File: src/rtl/button_event_detector.sv
// Turns per-channel debounced button levels into one-clock press/release strobes,
// an auto-repeat strobe train while a button is held, and a held level.
module button_event_detector #(
  parameter int unsigned width         = 4,
  parameter int unsigned hold_cycles   = 25_000_000,
  parameter int unsigned repeat_cycles = 5_000_000
) (
  input  logic             clk,
  input  logic             rst,
  input  logic [width-1:0] debounced_in,
  output logic [width-1:0] press_pulse,
  output logic [width-1:0] release_pulse,
  output logic [width-1:0] repeat_pulse,
  output logic [width-1:0] held
);

  localparam int unsigned MAX_CYCLES = (hold_cycles > repeat_cycles) ? hold_cycles : repeat_cycles;
  localparam int unsigned CNT_W      = $clog2(MAX_CYCLES) + 1;
  localparam logic [CNT_W-1:0] HOLD_LAST   = CNT_W'(hold_cycles - 1);
  localparam logic [CNT_W-1:0] REPEAT_LAST = CNT_W'(repeat_cycles - 1);

  typedef enum logic [1:0] {
    IDLE    = 2'd0,
    PRESSED = 2'd1,
    REPEAT  = 2'd2
  } state_e;

  state_e           state_q [width];
  logic [CNT_W-1:0] cnt_q   [width];
  logic [width-1:0] prev_q;

  // Per-channel FSM; strobes default low so each lasts exactly one clock.
  always_ff @(posedge clk) begin
    if (rst) begin
      prev_q        <= '0;
      press_pulse   <= '0;
      release_pulse <= '0;
      repeat_pulse  <= '0;
      held          <= '0;
      for (int i = 0; i < int'(width); i++) begin
        state_q[i] <= IDLE;
        cnt_q[i]   <= '0;
      end
    end else begin
      prev_q        <= debounced_in;
      press_pulse   <= '0;
      release_pulse <= '0;
      repeat_pulse  <= '0;
      for (int i = 0; i < int'(width); i++) begin
        unique case (state_q[i])
          IDLE: begin
            cnt_q[i] <= '0;
            if (debounced_in[i] && !prev_q[i]) begin
              state_q[i]     <= PRESSED;
              press_pulse[i] <= 1'b1;
              held[i]        <= 1'b1;
            end
          end
          PRESSED, REPEAT: begin
            // Release takes priority over a coinciding terminal count.
            if (!debounced_in[i]) begin
              state_q[i]       <= IDLE;
              cnt_q[i]         <= '0;
              release_pulse[i] <= 1'b1;
              held[i]          <= 1'b0;
            end else if ((state_q[i] == PRESSED && cnt_q[i] == HOLD_LAST) ||
                         (state_q[i] == REPEAT  && cnt_q[i] == REPEAT_LAST)) begin
              state_q[i]      <= REPEAT;
              cnt_q[i]        <= '0;
              repeat_pulse[i] <= 1'b1;
            end else begin
              cnt_q[i] <= cnt_q[i] + CNT_W'(1);
            end
          end
          default: begin
            state_q[i] <= IDLE;
            cnt_q[i]   <= '0;
            held[i]    <= 1'b0;
          end
        endcase
      end
    end
  end

endmodule

File: config.mk
export PLATFORM = sky130hd
export DESIGN_NAME = button_event_detector
export DESIGN_NICKNAME = d
export VERILOG_FILES = /design/src/rtl/button_event_detector.sv
export SDC_FILE = /design/constraint.sdc
export NUM_CORES = 1
export LEC_CHECK = 0
export BUFFER_PORTS_ARGS = -buffer_cell sky130_fd_sc_hd__buf_2
export CAP_MARGIN = 20
export CORE_MARGIN = 5
export CORE_UTILIZATION = 49
export DETAILED_ROUTE_END_ITERATION = 8
export PLACE_DENSITY = 0.64
export SYNTH_ARGS = -nofsm -noshare
export SYNTH_HDL_FRONTEND = slang
export SYNTH_SLANG_ARGS = --single-unit
File: constraint.sdc
create_clock -name clk -period 6.6 [get_ports clk]
set_input_delay 0.33 -clock clk [delete_from_list [all_inputs] [get_ports clk]]
set_output_delay 0.33 -clock clk [all_outputs]
set_load 0.05 [all_outputs]
==> impl_metrics.ini <==
[sta]
worst_slew_pin_tran_ns = 1.00
final_period_minus_worst_setup_slack_ns = 2.60
worst_slew_margin_rel = 0.327
tns_ns = 0
slew_violations = 0
finalSetupViolations = 0
rsz0062_at_grt = no
fin_skew_ns = 0.00962
final.setup.worst_slack_ns = 4.00
hold_viol_final = 0
post-route-period-util = 0.394
achievable-frequency_mhz = 385

[power_and_ir_drop]
worst_ir_drop_on_vdd_uv = 182
cellLeakagePower_uw = 0.00284
power_density_nw_per_um2 = 297

[placed_design]
place.port_buffers = 21
place_hpwl_um = 8830
dp_slack_ns = 4.00
routabilityCongestion = 0.841

[layout]
nNetsFinal = 722
drive_above_1_share = 0.0903
antenna-diode-count = 0
fillerInstances = 1227
area_growth_pct = 12.5

[setup_path]
regToRegStartpoint = state_q[1][0]
critical_path_cell_sequence = inv_1, ha_1, nor4b_1, nand4_1, a2111o_1, nand2_1, nor2_1
cp-end-kind = flop
cp_slowest_stage_delay_ns = 0.66
worst-path-max-fanout = 25
worstRegToRegCells = 7
rr_endpoint = cnt_q[1][19]
crit_start = state_q[1][0]
critPathSlowestCell = sky130_fd_sc_hd__nand2_1
worstSetupStartpointType = flop
critical_path_arrival_ns = 2.73
critical_path_class = flop to flop
rrSetupSlack_ns = 4.00
crit_required_ns = 6.73

[routing]
final_antenna_net_count = 0
detailroute.via_count = 4901
remaining_drc_errors = 0
routed_vias_inst = 5.51
wl_per_instance_um = 14.9
first_iter_violations = 422
finalWirelength_um = 13300
first_drt_pass_iteration_count = 4

[grt]
grt_max_degree = 27
first_global_vias = 4865
gr-total-overflow = 0
globalRouteTotalUtil = 0.168
first_pass_grt_wire_length_um = 22900
antenna_violations_before_repair = 0

[synth]
yosys_warnings = 0
yosysMostFrequentCell = sky130_fd_sc_hd__nor2_1
yosys.area.top_type_share = 0.476
synthesis.area_um2 = 7060
post_synth.cell_area_avg_um2 = 10.5
yosys_most_used_dff = sky130_fd_sc_hd__edfxtp_1
synth_commonest_cells = sky130_fd_sc_hd__nor2_1 (133), sky130_fd_sc_hd__edfxtp_1 (112), sky130_fd_sc_hd__xor2_1 (67)
synth_sequential_area_ratio = 0.533
syn-instance-count = 670
yosysUniqueCellTypes = 50
synth_enable_flop_cells = 112
ys_seq_elements = 132
yosys-top-cells-area = sky130_fd_sc_hd__edfxtp_1 (48%), sky130_fd_sc_hd__xor2_1 (8.3%), sky130_fd_sc_hd__nor2_1 (7.1%)
syn_nets = 696
async_flop_share = 0
netlist.top_cell.by_area = sky130_fd_sc_hd__edfxtp_1

[clocking]
clock_latency_ns = 0.41
tritoncts = done
clock_sinks = 132
tritoncts.num_buffers = 17
cts_repair_resize_count = 0
post-cts-setup-buffer-count = 0
cts.hold.buffers_added = 0
clock_path_buffers = 2
ctsHtreeMaxLevel = 4
cts_root_buf = sky130_fd_sc_hd__clkbuf_16
clock_pin_transition_on_the_worst_setup_and_hold_timing_paths_ns = 0.06

[floorplan]
floorplan.die.height_um = 130
initial_utilization = 0.505
pin_count = 22
fp.dieArea_um2 = 16900
floorplan.rows = 43
coreArea_um2 = 14000
die-width_um = 130

[worst_hold_path]
hold_path_end = release_pulse[2]
worstHoldPathType = input pin to flop
worst_hold_startpoint = debounced_in[2]
hold_depth = 2

[job]
max_cap_viol_count = 0

[outcome]
status = finished, final reports clean
==> report_power, final <==
part	switching [uW]	total, uW	internal (uW)
logic	158	264	106
registers	121	1160	1030
clock network	356	945	589
total	635	2360	1730
==> worst max-delay path by stage <==
stage | depth (start not counted) | end
4_1_cts | 7 | cnt_q[1][19]
5_1_grt | 7 | cnt_q[3][13]
2_1_floorplan | 5 | state_q[0][0]
6_report | 7 | cnt_q[1][19]
3_3_place_gp | 7 | cnt_q[1][2]
3_5_place_dp | 7 | cnt_q[1][16]
==> per-layer routing <==
metal | GRT usage | up-vias | part of all wire
met5 | 0 | - | 0
met4 | 0.0513 | 0 | 0.0092
met3 | 0.0467 | 12 | 0.039
met2 | 0.275 | 79 | 0.48
met1 | 0.220 | 2360 | 0.47
li1 | - | 2450 | -
==> sequential cells by signal (all words and copies together) (netlist names) <==
| name | cells |
|---|---|
| press_pulse | 4 |
| release_pulse | 4 |
| held | 4 |
| cnt_q | 104 |
| repeat_pulse | 4 |
| prev_q | 4 |
| state_q | 8 |
==> cell type report <==
class                   instances  area (um^2)  share of cell area
well taps                     180          225              0.0283
clock buffers                  17          425              0.0535
repair buffers                 25          178              0.0224
clock inverters                15          164              0.0206
flip-flops and latches        132         3760               0.474
inverters                      21         78.8             0.00992
multi-input cells             499         3110               0.392
==> per-stage QoR <==
step,instance area (um^2),total power [uW],cells,utilization,hold WS [ns]
after detailed placement,7290,1420,853,0.521,0.472
after floorplan,7060,1340,670,-,0.406
after CTS,7880,2370,885,0.563,0.113
after global routing,7950,2480,889,0.568,0.127
after global placement,7290,1410,853,0.521,0.471
final,7950,2360,889,0.568,0.135
==> critical path, delay by kind of cell, from the launching register on <==
family | cells | cell delay (ns)
AND/OR/NAND/NOR | 4 | 1.14
AO/OA/AOI/OAI | 1 | 0.50
adder cells (fa/ha/maj) | 1 | 0.15
flip-flops | 1 | 0.41
buffers and inverters | 1 | 0.11
==> logic make-up after synthesis <==
kind of cell,Yosys count,synth area share
AO/OA/AOI/OAI,24,0.0243
XOR/XNOR,94,0.117
adder cells (fa/ha/maj),20,0.0354
buffers and inverters,39,0.0262
flip-flops,132,0.533
AND/OR/NAND/NOR,361,0.265
==> cell usage in the layout (no fill, tap or decap), types with 3 or more instances in the layout <==
cell	instances
sky130_fd_sc_hd__nand2_1	51
sky130_fd_sc_hd__buf_8	3
sky130_fd_sc_hd__clkbuf_16	17
sky130_fd_sc_hd__inv_1	21
sky130_fd_sc_hd__clkinvlp_4	3
sky130_fd_sc_hd__nor3_1	17
sky130_fd_sc_hd__o21ai_0	4
sky130_fd_sc_hd__or4b_1	4
sky130_fd_sc_hd__or4_1	3
sky130_fd_sc_hd__edfxtp_1	112
sky130_fd_sc_hd__and3_1	11
sky130_fd_sc_hd__buf_2	21
sky130_fd_sc_hd__xnor2_1	27
sky130_fd_sc_hd__nor4b_1	6
sky130_fd_sc_hd__ha_1	20
sky130_fd_sc_hd__nor2_1	133
sky130_fd_sc_hd__clkinv_1	4
sky130_fd_sc_hd__nand3_1	38
sky130_fd_sc_hd__or3_1	4
sky130_fd_sc_hd__nand3b_1	4
sky130_fd_sc_hd__a21oi_1	6
sky130_fd_sc_hd__and2_1	9
sky130_fd_sc_hd__and4_1	11
sky130_fd_sc_hd__xor2_1	67
sky130_fd_sc_hd__nor4_1	11
sky130_fd_sc_hd__dfxtp_1	20
sky130_fd_sc_hd__nor2b_1	4
sky130_fd_sc_hd__a21o_1	4
sky130_fd_sc_hd__nand4_1	36
sky130_fd_sc_hd__bufinv_16	3
No activity file was read; power rests on OpenSTA's default activity.
